### src/rtl/ser_video_fifo.sv
// Parallel-pixel to multi-lane serial video shifter with a DEPTH-entry input FIFO.
// Each pixel is sent as WIDTH bit periods of 2*DIV cycles followed by a 2*DIV-cycle latch pulse.
module ser_video_fifo #(
  parameter int CHANNELS        = 3,
  parameter int WIDTH           = 7,
  parameter int DEPTH           = 4,
  parameter int DIV             = 1,
  parameter int MSB_FIRST       = 1,
  parameter int REPEAT_ON_EMPTY = 0
) (
  input  logic                          CLK_SERVID,
  input  logic                          RESET,
  input  logic                          PIX_STB,
  input  logic [CHANNELS*WIDTH-1:0]     PIX_DATA,
  input  logic                          CLR_STAT,
  output logic [CHANNELS-1:0]           SER_DATA,
  output logic                          SER_CLK,
  output logic                          SER_LAT,
  output logic [$clog2(DEPTH):0]        LEVEL,
  output logic                          OVERFLOW,
  output logic                          UNDERRUN,
  output logic [1:0]                    dbg_state
);

  localparam int AW = $clog2(DEPTH);
  localparam int LW = AW + 1;
  localparam int CW = $clog2(2 * DIV) + 1;
  localparam int BW = $clog2(WIDTH) + 1;
  localparam int PW = CHANNELS * WIDTH;

  localparam logic [CW-1:0] CNT_LAST = CW'(2 * DIV - 1);
  localparam logic [CW-1:0] CNT_HIGH = CW'(DIV);
  localparam logic [BW-1:0] BIT_LAST = BW'(WIDTH - 1);
  localparam logic [LW-1:0] LVL_FULL = LW'(DEPTH);

  typedef enum logic [1:0] {
    IDLE  = 2'd0,
    SHIFT = 2'd1,
    LATCH = 2'd2
  } state_t;

  state_t          state;
  logic [PW-1:0]   mem [DEPTH];
  logic [AW-1:0]   wr_ptr;
  logic [AW-1:0]   rd_ptr;
  logic [PW-1:0]   last_pix;
  logic [CW-1:0]   cnt;
  logic [BW-1:0]   bit_idx;

  logic frame_last;
  logic pop;
  logic push_ok;
  logic overflow_set;
  logic underrun_set;

  // Lane values for bit period b of a pixel, honouring the configured bit order.
  function automatic logic [CHANNELS-1:0] lane_bits(input logic [PW-1:0] pix,
                                                    input logic [BW-1:0] b);
    logic [CHANNELS-1:0] r;
    logic [PW-1:0]       tmp;
    int                  sel;
    r   = '0;
    sel = (MSB_FIRST != 0) ? (WIDTH - 1 - int'(b)) : int'(b);
    for (int c = 0; c < CHANNELS; c++) begin
      tmp = pix >> (c * WIDTH + sel);
      r   = r | (CHANNELS'(tmp[0]) << c);
    end
    return r;
  endfunction

  assign frame_last   = (state == LATCH) && (cnt == CNT_LAST);
  assign pop          = (LEVEL != '0) && ((state == IDLE) || frame_last);
  assign push_ok      = PIX_STB && ((LEVEL != LVL_FULL) || pop);
  assign overflow_set = PIX_STB && !push_ok;
  assign underrun_set = frame_last && (LEVEL == '0) && (REPEAT_ON_EMPTY != 0);
  assign dbg_state    = state;

  // Storage is not reset; only the pointers define valid contents.
  always_ff @(posedge CLK_SERVID) begin
    if (push_ok) mem[wr_ptr] <= PIX_DATA;
  end

  always_ff @(posedge CLK_SERVID) begin
    if (RESET) begin
      wr_ptr   <= '0;
      rd_ptr   <= '0;
      LEVEL    <= '0;
      OVERFLOW <= 1'b0;
      UNDERRUN <= 1'b0;
    end else begin
      if (push_ok) wr_ptr <= wr_ptr + 1'b1;
      if (pop)     rd_ptr <= rd_ptr + 1'b1;
      case ({push_ok, pop})
        2'b10:   LEVEL <= LEVEL + 1'b1;
        2'b01:   LEVEL <= LEVEL - 1'b1;
        default: LEVEL <= LEVEL;
      endcase
      if (overflow_set)  OVERFLOW <= 1'b1;
      else if (CLR_STAT) OVERFLOW <= 1'b0;
      if (underrun_set)  UNDERRUN <= 1'b1;
      else if (CLR_STAT) UNDERRUN <= 1'b0;
    end
  end

  // Outputs are loaded with the values for the cycle being entered.
  always_ff @(posedge CLK_SERVID) begin
    if (RESET) begin
      state    <= IDLE;
      cnt      <= '0;
      bit_idx  <= '0;
      last_pix <= '0;
      SER_DATA <= '0;
      SER_CLK  <= 1'b0;
      SER_LAT  <= 1'b0;
    end else begin
      case (state)
        IDLE: begin
          SER_CLK <= 1'b0;
          SER_LAT <= 1'b0;
          if (pop) begin
            last_pix <= mem[rd_ptr];
            SER_DATA <= lane_bits(mem[rd_ptr], '0);
            bit_idx  <= '0;
            cnt      <= '0;
            state    <= SHIFT;
          end else begin
            SER_DATA <= '0;
          end
        end
        SHIFT: begin
          if (cnt != CNT_LAST) begin
            cnt     <= cnt + 1'b1;
            SER_CLK <= ((cnt + 1'b1) >= CNT_HIGH);
          end else begin
            cnt     <= '0;
            SER_CLK <= 1'b0;
            if (bit_idx == BIT_LAST) begin
              SER_LAT <= 1'b1;
              state   <= LATCH;
            end else begin
              bit_idx  <= bit_idx + 1'b1;
              SER_DATA <= lane_bits(last_pix, bit_idx + 1'b1);
            end
          end
        end
        LATCH: begin
          if (cnt != CNT_LAST) begin
            cnt <= cnt + 1'b1;
          end else begin
            cnt     <= '0;
            bit_idx <= '0;
            SER_LAT <= 1'b0;
            if (pop) begin
              last_pix <= mem[rd_ptr];
              SER_DATA <= lane_bits(mem[rd_ptr], '0);
              state    <= SHIFT;
            end else if (REPEAT_ON_EMPTY != 0) begin
              SER_DATA <= lane_bits(last_pix, '0);
              state    <= SHIFT;
            end else begin
              SER_DATA <= '0;
              state    <= IDLE;
            end
          end
        end
        default: state <= IDLE;
      endcase
    end
  end

endmodule

### config.mk
export PLATFORM = sky130hd
export DESIGN_NAME = ser_video_fifo
export DESIGN_NICKNAME = d
export VERILOG_FILES = /design/src/rtl/ser_video_fifo.sv
export SDC_FILE = /design/constraint.sdc
export NUM_CORES = 1
export LEC_CHECK = 0
export CORE_MARGIN = 2
export CORE_UTILIZATION = 45
export DETAILED_ROUTE_END_ITERATION = 12
export PLACE_DENSITY = 0.71
export SYNTH_ARGS = -nofsm -noshare
export SYNTH_HDL_FRONTEND = slang
export SYNTH_SLANG_ARGS = --single-unit
### constraint.sdc
create_clock -name CLK_SERVID -period 3.8 [get_ports CLK_SERVID]
set_clock_uncertainty 0.15 [all_clocks]
set_input_delay 0.76 -clock CLK_SERVID [delete_from_list [all_inputs] [get_ports CLK_SERVID]]
set_output_delay 0.76 -clock CLK_SERVID [all_outputs]
set_load 0.02 [all_outputs]
; Word-level counts from Yosys, hierarchy flattened
; Memories as Yosys holds them, arrays and structs flattened. A register that Yosys moved wholly into a read port is not among the register bits.
; Index checks and enable logic that the tools add are counted.
[word_totals]
inputBits = 25
word_cells = 99
output_inout_bits = 12
rom_bits = 0
reg_bits = 42
latchBits = 0
mem_bits_rw = 84
mem_count = 1
[op_classes]
eq_ne = 13
shifts = 3
bitwise_logic = 4
magnitude_cmp = 1
multipliers = 0
n_addsub = 9
reduce_logical = 22
div = 0
muxes = 35
[memory_table]
columns = memory, depth, word_bits, read_ports, rd_clocked_by_memory_dff, wr, line
row1 = mem, 4, 21, 1, 1, 1, 43  ; logic [PW-1:0] mem [DEPTH];
[ops]
columns = cell, count
row1 = 21-bit by 32-bit >> shifter with 1-bit output, 3
row2 = 21-bit two-way mux, 2
row3 = 21-bit case mux with 2 select lines, 1
row4 = 2-bit two-way mux, 8
row5 = 4-bit two-way mux, 4
row6 = 3-bit two-way mux, 4
row7 = 4-bit case mux with 3 select lines, 1
row8 = 4-bit AND reduction, 3
row9 = "2-bit != test, second input constant", 5
row10 = 2-bit nonzero test, 5
row11 = 1-bit two-way mux, 9
row12 = 3-bit case mux with 3 select lines, 1
row13 = "2-bit by 1-bit adder with 2-bit output, second input constant", 3
row14 = "4-bit by 5-bit adder with 6-bit output, first input constant", 1
row15 = "5-bit by 5-bit adder with 6-bit output, first input constant", 1
row16 = "2-bit by 1-bit == test with 1-bit output, second input constant", 3
row17 = 2-bit by 3-bit OR with 3-bit output, 2
row18 = 2-bit case mux with 3 select lines, 1
row19 = 3-bit case mux with 2 select lines, 1
row20 = 3-bit nonzero test, 2
row21 = 5-bit AND reduction, 1
row22 = "3-bit by 4-bit subtractor with 5-bit output, first input constant", 1
row23 = "4-bit by 1-bit adder with 4-bit output, second input constant", 1
row24 = "2-bit == test, second input constant", 2
row25 = other kinds (16), 22

; Longest topological paths before layout
; Gate-level depths: netlist of run 1.
[logic_depth]
ltp_word = 9
ltp_mapped = 12
depth_no_buf = 9

; Worst setup path after synthesis of run 1
; OpenSTA, ideal clock, no wires.
[synth_path]
path_kind = reg-to-reg
start = register bit_idx[0]
end = register SER_DATA[1]
path_buffers = 3
arrival_ps = 2882
setup_ps = 131
synth_period_minus_slack_ps = 3163
required_ps = 3519
setup_slack_ps = 637
path_stages_with_launch = 13
cell_sequence = dfxtp_1 -> buf_6 -> inv_2 -> ha_1 -> buf_2 -> buf_2 -> xor2_1 -> ha_1 -> a21boi_2 -> xnor3_1 -> mux4_2 -> mux2i_1 -> o22ai_1
[synth_via]
elab_chain_len = 9
word_cells_on_any_way = 12
classes_between = add/sub (3) / eq/ne (2) / shift (1) / mux (3) / bitwise (2) / reduce/logical (1)
[synth_rtl]
columns = element, line
row1 = start: declaration, 48  ; logic [BW-1:0] bit_idx;
row2 = start signal: assignment, 141  ; bit_idx <= bit_idx + 1'b1;
row3 = 4-bit by 1-bit adder with 4-bit output, 142  ; SER_DATA <= lane_bits(last_pix, bit_idx + 1'b1);
row4 = 3-bit by 4-bit subtractor with 5-bit output, 63  ; sel = (MSB_FIRST != 0) ? (WIDTH - 1 - int'(b)) : int'(b);
row5 = 4-bit by 5-bit adder with 6-bit output, 65  ; tmp = pix >> (c * WIDTH + sel);
row6 = 21-bit by 32-bit >> shifter with 1-bit output, 65
row7 = 1-bit by 2-bit OR with 2-bit output, 66  ; r = r | (CHANNELS'(tmp[0]) << c);
row8 = 2-bit by 3-bit OR with 3-bit output, 66
row9 = 3-bit two-way mux, 137  ; if (bit_idx == BIT_LAST) begin
row10 = 3-bit two-way mux, 131  ; if (cnt != CNT_LAST) begin
row11 = 3-bit case mux with 3 select lines, 116  ; case (state)
row12 = end signal: assignment, 122  ; SER_DATA <= lane_bits(mem[rd_ptr], '0);
row13 = end signal: assignment, 142
row14 = end signal: assignment, 155  ; SER_DATA <= lane_bits(mem[rd_ptr], '0);
row15 = end: declaration, 16  ; output logic [CHANNELS-1:0] SER_DATA,
; Parallel ways exist; a longest one is shown, timed or not. The select of a mux whose other input is x is not followed.
; A chain may end at the register's enable or synchronous reset.

; Worst setup path after layout of run 1
; Ends and elaborated chain as after synthesis.

==> impl.org, run 1 <==
** Run
- The tool flagged a number of max-cap violations equal to 0.

** Place
- I/O Buffers :: 35
- Routability-driven placement finished with a final weighted congestion of 0.834.
- The HPWL after detailed placement is 6870 µm.
- Worst Setup Slack post-DPL :: 639 ps

** Timing
- For the pin with the worst max-slew slack, the measured transition is 889 ps.
- In the final timing run, aggregate negative setup slack is 0 ps.
- Setup repair after global routing missed its margin :: no
- Minimum clock period :: 3180 ps
- Number of max-slew violations in the final report :: 0
- Setup violations remaining at the end of the flow were counted as 0.
- Final Hold Viols :: 0
- Setup slack on the critical path of the routed design comes to 620 ps.
- Max_slew headroom :: 40.7%
- FMAX :: 314 MHz
- Dividing the final minimum period by the clock period gives 83.7%.

** Cells and area
- Cells fill 54.6% of the core in the end.
- Most used cells in the layout excluding fill and tap cells :: edfxtp_1 (84), nand2_1 (58), dfxtp_1 (44)
- Number of nets in the finished design :: 494
- Area taken by multi-input logic gates :: 2190 µm²
- Most frequent standard cell in the layout excluding fill and tap cells :: edfxtp_1
- Of the cells placed in the final design, the portion with a size suffix greater than 1 is 17.1%.
- In the final layout, flip-flops and latches occupy 3400 µm².
- ANT cells :: 0
- P&R area growth vs syn :: 18.9%
- Fill cell total of the finished layout :: 1008

** Critical path
- Data on the critical path arrives at its endpoint at 3310 ps.
- Required time at the worst-slack endpoint :: 3930 ps
- STA classifies the critical path startpoint as a flip-flop.
- In this run the worst path has a maximum fanout of 6.
- The worst register-to-register path has a depth of 9.
- Category of the critical setup timing path :: flip-flop to flip-flop
- CP Capture Type :: flip-flop

** Floorplanning
- Core Footprint :: 12600 µm²
- Starting density of the core :: 45.9%
- From bottom edge to top edge, the die measures 117 µm.
- Overall die width :: 117 µm
- The die covers 13700 µm².
- The floorplan has 41 rows.
- 37 I/O pins were placed.

** Global routing
- The via count of the first global-routing pass was 3424.
- Total global-route track usage :: 17.1%
- Pin count of the biggest net entering global routing :: 46
- Total congestion overflow :: 0
- First-pass GRT wire length :: 17500 µm
- The number of antenna violations at the first check in global routing came to 0.

** Power
- Cell internal power was estimated by the tool at 3430 µW.
- Switching fraction of total power :: 30.9%
- Clock share of power :: 31.2%
- Combinational logic is responsible for 30.5% of the overall power.
- Power spread over the standard cell area amounts to 724 nW/µm².
- Static leakage power :: 0.00236 µW
- Summed over all nets, the switching power comes to 1540 µW.
- Proportion of power drawn by flip-flops and latches :: 38.3%
- Maximum vdd ir drop :: 363 µV

** Synthesis
- Synth async-reset ratio :: 0%
- Synthesized area per cell :: 14.0 µm²
- The cell area that synthesis handed to floorplanning was 5770 µm².
- Count of different cell masters after synthesis :: 59
- Flip-flop and latch count after synthesis :: 128
- Yosys mapped a number of flops with a built-in enable equal to 84.
- The cell count after synthesis came out at 413.
- Sequential element share of the synthesized area :: 59.0%
- Leading register cell type out of synthesis :: edfxtp_1
- The Yosys step of the flow raised 0 warnings.
- The number of nets in the synthesized netlist is 452.

** Clock network
- In this run, post-CTS repair resized a total of 0 instances.
- H-Tree Level Count :: 4
- In this run, post-CTS hold repair placed 0 buffers.
- The tree built by TritonCTS fans out to 128 sinks.
- CTS Root Buffer Type :: clkbuf_16
- Clock tree from TritonCTS :: done
- Maximum clock path buffer count :: 2
- Post-CTS repair timing setup buffer count :: 0
- Clock insertion delay at the later pin of the skew report :: 410 ps
- Inserted Clock Buffers :: 17
- Clock-pin slew was measured on the worst setup and hold paths at 50 ps.

** Route
- Routed Wire Length :: 10500 µm
- In the routed design, unresolved DRC markers number 0.
- Via count :: 3363
- Using the TritonRoute via totals, the vias-per-cell ratio works out to 5.25.
- Final antenna-violating net count :: 0
- Violation count after the first detailed-route iteration :: 332
- In the final routed layout, each cell accounts on average for 16.3 µm.
- The first detailed-routing pass ran for 5 iterations.

** Worst hold path
- The worst hold path belongs to the class flip-flop to flip-flop.
- The worst hold path passes through 2 cells.

** Run status
- The flow ran to the end, and the final reports show no timing, DRC or antenna violations.
-- per-layer routing --
layer,up-vias,track usage [%],share of wire (%)
met5,-,0,0
met4,0,6.43,1.5
met3,15,4.99,4.5
met2,80,28.2,50
met1,1637,21.4,44
li1,1631,-,-
-- critical path, stage by stage, from the launching register on --
cell and delay (ps):
dfxtp_1 470, inv_2 110, ha_1 280, xor3_1 490
ha_1 300, a21boi_2 190, xnor3_1 310, mux4_2 490
mux2i_1 180, o22ai_1 80
-- Yosys cell counts (3+ instances only) --
cell | instances | area [µm²]
clkbuf_1 | 11 | 41.3
nor2b_1 | 6 | 37.5
mux4_2 | 37 | 833
edfxtp_1 | 84 | 2520
inv_1 | 15 | 56.3
nor3_1 | 4 | 20.0
mux2i_1 | 7 | 70.1
ha_1 | 13 | 163
nor2_1 | 30 | 113
a21oi_1 | 33 | 165
buf_2 | 5 | 25.0
dfxtp_1 | 44 | 881
xnor2_1 | 4 | 35.0
xor2_1 | 3 | 26.3
buf_6 | 3 | 33.8
a31oi_1 | 3 | 18.8
nand2_1 | 58 | 218
-- power groups by stage --
stage | combinational [µW] | sequential (µW) | clock [µW]
global placement | 1490 | 1910 | 0
finish | 1510 | 1900 | 1550
global route | 1680 | 1940 | 1640
detailed placement | 1510 | 1930 | 0
floorplan | 1150 | 1880 | 0
CTS | 1530 | 1910 | 1580
-- through the flow --
step / hold slack (ps) / total power [µW] / std cells / area, µm²
2_1_floorplan: 287 / 3040 / 413 / 5770
3_3_place_gp: 299 / 3400 / 608 / 6300
3_5_place_dp: 313 / 3440 / 608 / 6300
4_1_cts: 321 / 5010 / 640 / 6860
5_1_grt: 347 / 5260 / 640 / 6860
6_report: 319 / 4970 / 640 / 6860
-- worst paths after layout --
kind / end / start / slack (ps)
setup / recovery: SER_DATA[1]$_SDFFE_PP0P_ / bit_idx[0]$_SDFFE_PP0P_ / 620
hold / removal: last_pix[19]$_SDFFE_PP0P_ / last_pix[19]$_SDFFE_PP0P_ / 320
setup reg to reg: SER_DATA[1]$_SDFFE_PP0P_ / bit_idx[0]$_SDFFE_PP0P_ / 620
hold reg to reg: last_pix[19]$_SDFFE_PP0P_ / last_pix[19]$_SDFFE_PP0P_ / 320
-- area by class of cell --
| cell class | count | share of cell area, % |
|---|---|---|
| tap | 172 | 3.14 |
| timing repair buffer | 45 | 6.20 |
| clock inverter | 8 | 1.66 |
| clock buffer | 24 | 6.58 |
| multi-input combinational | 247 | 31.9 |
| sequential | 128 | 49.6 |
| inverter | 16 | 0.875 |
-- state kept, by name, indices dropped and copies added (netlist names), named ones only --
name,count
wr_ptr,2
SER_LAT,1
rd_ptr,2
SER_DATA,3
cnt,2
LEVEL,3
SER_CLK,1
OVERFLOW,1
last_pix,21
mem,84
bit_idx,4
dbg_state,2
-- cell families (layout without fill, tap and decap cells) --
group / count (synthesis) / after routing / synth area share (%)
AOI/OAI and AO/OA: 58 / 58 / 6.94
xor gates and xnor gates: 11 / 11 / 2.54
adders and majority gates: 14 / 14 / 3.17
buffers and inverters: 38 / 93 / 3.04
DFF: 128 / 128 / 59.0
muxes: 46 / 46 / 16.0
other: 1 / 1 / 0.0650
and+or+nand+nor: 117 / 117 / 9.24
Power figures use the tool's default switching activity.
==> inputs of run 2 (changes only) <==
- clock period: 3.8 -> 3 ns (I/O delays scaled with it)
==> run 2 against run 1 <==
  * Utilization up 1.1 points
  * Sequential power is 25% higher
  * Worst setup slack got worse by 460 ps
  * Count of clock-buffer cells in the layout fell by 7
  * Non-clock buffer count up 6
  * First-iteration DRC count fell by 46%
  * Global-route usage rose by 0.86 points
  * Critical endpoint unchanged
  * Largest cell class unchanged
  * Largest power group unchanged
==> impl.org, run 2 (same netlist as run 1, synthesis figures left out) <==
** Run status
- Outcome :: complete, no violations

** Timing
- The worst-case setup margin in the final layout came to 160 ps (-460 ps).
- Minimum clock period :: 2840 ps (-340 ps)
- Setup repair after global routing missed its margin :: no
- Worst hold slack :: 318 ps (-1.30 ps)
- Number of max-slew violations in the final report :: 0 (unchanged)
- Transition at the pin with the smallest max-transition slack :: 690 ps (-199 ps)
- Final Hold Viols :: 0 (unchanged)
- Final setup TNS :: 0 ps (unchanged)
- FMAX :: 352 MHz (+12%)
- The final worst-path cycle share was 94.7% (+11 points).
- The relative max-transition margin came to 53.9% (+13 points).
- The setup-violating endpoint count in the final report came to 0 (unchanged).

** Global routing
- Pin count of the biggest net entering global routing :: 32 (-30%)
- Met1 Track Usage GR :: 22.5% (+1.1 points)
- First-pass GRT wire length :: 18000 µm (+3.3%)
- Top Usage Layer GRT :: met2
- GR Layer Usage met2 :: 28.3% (+0.11 points)
- Number of antenna violations at the first check in global routing :: 0 (unchanged)
- The remaining global-route overflow is 0 (unchanged).
- The global routing met3 resource utilization is 4.89% (-0.10 points).
- The via count of the first global-routing pass came to 3556 (+3.9%).
- The overall routing resource usage came to 17.9% (+0.86 points).

** Cells and area
- Number of nets in the finished design :: 500 (+1.2%)
- Fill cell total of the finished layout :: 1006 (-0.20%)
- Largest registers :: mem (84), last_pix (21), bit_idx (4)
- Top register by number of flip-flops :: mem
- The share of cells above drive strength 1 was 21.1% (+4.0 points).
- The count of inserted antenna diode cells was 0 (unchanged).
- Compared with the post-synthesis result, the final layout area differs by 21.3%.
- Largest register FFs :: 84 (unchanged)
- Most used cells in the layout excluding fill and tap cells :: edfxtp_1 (84), nand2_1 (58), dfxtp_1 (43)
- The library cell used most frequently in the layout, excluding fill and tap cells, is edfxtp_1.

** Critical path
- The worst setup path is of the flip-flop to flip-flop kind.
- Reg-to-reg slack, setup :: 160 ps (-460 ps)
- Crit path max-delay family :: XOR/XNOR gates
- Critical path's most frequent cell :: ha_2
- The depth of the most critical reg-to-reg path was 8 (-1).
- Start of the worst register-to-register path :: bit_idx[1]$_SDFFE_PP0P_
- The worst setup path is captured at a flip-flop.
- Required time at the worst-slack endpoint :: 3140 ps (-790 ps)
- On the critical path, the stage with the largest delay is an instance of mux4_2.
- Critical Path Source Type :: flip-flop
- The largest fanout on the critical path was 6 (unchanged).
- The buffers plus inverters on the worst setup path came to 0 (-1).
- Critical path's largest stage delay :: 520 ps (+30 ps)
- Endpoint of the worst register-to-register path :: SER_DATA[1]$_SDFFE_PP0P_
- Worst Path Arrival :: 2980 ps (-330 ps)
- The signal on the critical path passes through ha_2 > xor3_2 > ha_2 > a21boi_2 > xnor3_1 > mux4_2 > mux2i_1 > o22ai_1.

** Floorplanning
- Core Footprint :: 12600 µm² (unchanged)
- The starting density of the core is 45.9% (unchanged).
- Number of ports placed on the die boundary :: 37 (unchanged)
- Overall die width :: 117 µm (unchanged)
- Area enclosed by the die boundary :: 13700 µm² (unchanged)
- Die Span Y :: 117 µm (unchanged)
- Number of rows in the core area :: 41 (unchanged)

** Route
- The DRC marker count from the first detailed-route iteration was 178 (-46%).
- The detailed-route wire length was 11000 µm (+5.4%).
- The final routed DRC violation total is 0 (unchanged).
- The total via count after detailed routing is 3470 (+3.2%).
- The count of TritonRoute iterations in the first routing pass was 4 (-1).
- The via density per instance came to 5.37 (+2.2%).
- The wire length per cell after detailed routing is 17.1 µm (+4.4%).
- The count of nets left with antenna violations after detail routing is 0 (unchanged).

** Run
- The max-cap violation count was 0 (unchanged).

** Clock network
- Clock-pin slew of the registers on the worst-case setup and hold paths :: 60 ps (about the same)
- Clock insertion delay at the later pin of the skew report :: 420 ps (about the same)
- TritonCTS built the clock tree.
- The root buffer cell chosen for the clock tree is clkbuf_16.
- The clock buffer count from CTS was 17 (unchanged).
- Maximum clock path buffer count :: 2 (unchanged)
- Post-CTS Resized :: 0 (unchanged)
- The clock sink count is 128 (unchanged).
- The count of hold buffers inserted by post-cts repair is 0 (unchanged).
- Post-CTS repair timing setup buffer count :: 0 (unchanged)
- H-Tree Level Count :: 4 (unchanged)

** Power
- Power per cell area :: 943 nW/µm² (+30%)
- The switching share of power was 31.2% (+0.24 points).
- Static leakage power :: 0.00243 µW (+2.8%)
- The power share of the sequential group was 36.0% (-2.3 points).
- The net switching power is 2060 µW (+34%).
- The maximum vdd ir drop is 576 µV (+59%).
- The clock power share came to 33.5% (+2.3 points).
- The internal portion of total power is 4540 µW (+32%).
- The portion of total power attributed to combinational logic came to 30.5% (about the same).

** Worst hold path
- In this run the most critical hold path is launched from last_pix[20]$_SDFFE_PP0P_.
- The path with the worst hold slack has its endpoint at last_pix[20]$_SDFFE_PP0P_.
- Worst min-delay path class :: flip-flop to flip-flop
- Number of cells traversed by the worst hold path :: 2 (unchanged)

** Place
- The number of I/O port buffers came to 35 (unchanged).
- The routability-driven placement congestion ratio is 0.797 (-4.5%).
- Post-DP HPWL :: 7050 µm (+2.7%)
- Worst Setup Slack post-DPL :: 95.4 ps (-543 ps)
[run 2: changes by cell type in the layout (fill, tap and decap cells not counted), moves of 2 or more]
cell,delta
clkbuf_1,-7
buf_4,+6
clkinv_4,+3
bufinv_16,+2
clkinv_1,-2
clkinv_2,+2
clkinvlp_4,+2
ha_1,-2
ha_2,+2
[run 2: layer usage]
| metal | routed length, µm | vias to the layer above |
|---|---|---|
| met3 | 513 | 20 |
| met5 | 0 | - |
| li1 | - | 1640 |
| met4 | 293 | 0 |
| met2 | 5500 | 84 |
| met1 | 4710 | 1726 |
[run 2: how the worst max path moves through the flow]
stage / slack, ps / end / from / cells after the start
floorplan: 8 / SER_DATA[1]$_SDFFE_PP0P_ / bit_idx[0]$_SDFFE_PP0P_ / 12
global placement: 240 / SER_DATA[1]$_SDFFE_PP0P_ / bit_idx[0]$_SDFFE_PP0P_ / 9
detailed placement: 100 / SER_DATA[1]$_SDFFE_PP0P_ / bit_idx[1]$_SDFFE_PP0P_ / 8
CTS: 50 / SER_DATA[1]$_SDFFE_PP0P_ / bit_idx[1]$_SDFFE_PP0P_ / 8
global route: 60 / SER_DATA[1]$_SDFFE_PP0P_ / bit_idx[1]$_SDFFE_PP0P_ / 8
finish: 160 / SER_DATA[1]$_SDFFE_PP0P_ / bit_idx[1]$_SDFFE_PP0P_ / 8
[run 2: per-stage QoR]
stage / instance area (µm²) / power, µW / instances / utilization [%]
final: 7000 / 6600 / 646 / 55.7
after global routing: 7000 / 6970 / 646 / 55.7
after CTS: 6990 / 6650 / 646 / 55.6
after detailed placement: 6350 / 4390 / 614 / 50.5
after global placement: 6350 / 4340 / 614 / 50.5
after floorplan: 5790 / 3850 / 413 / -
[run 2: power by group through the flow]
stage | logic, µW | registers [µW] | clock network, µW
3_5_place_dp | 1990 | 2400 | 0
5_1_grt | 2230 | 2410 | 2330
2_1_floorplan | 1470 | 2390 | 0
3_3_place_gp | 1960 | 2380 | 0
4_1_cts | 2020 | 2380 | 2250
6_report | 2010 | 2380 | 2210
[run 2: final cells by class]
cell class	count	area, µm²	share of cell area, %
Timing Repair Buffer	51	470	6.72
Clock inverter	15	218	3.11
Tap cell	172	215	3.07
Multi-Input combinational cell	247	2210	31.5
Sequential cell	128	3400	48.6
Inverter	16	60.1	0.858
Clock buffer	17	425	6.08
[run 2: worst min-delay path: stages (launching register included)]
cell	delay, ps
dfxtp_1	310
nand2_1	50
a21oi_1	50
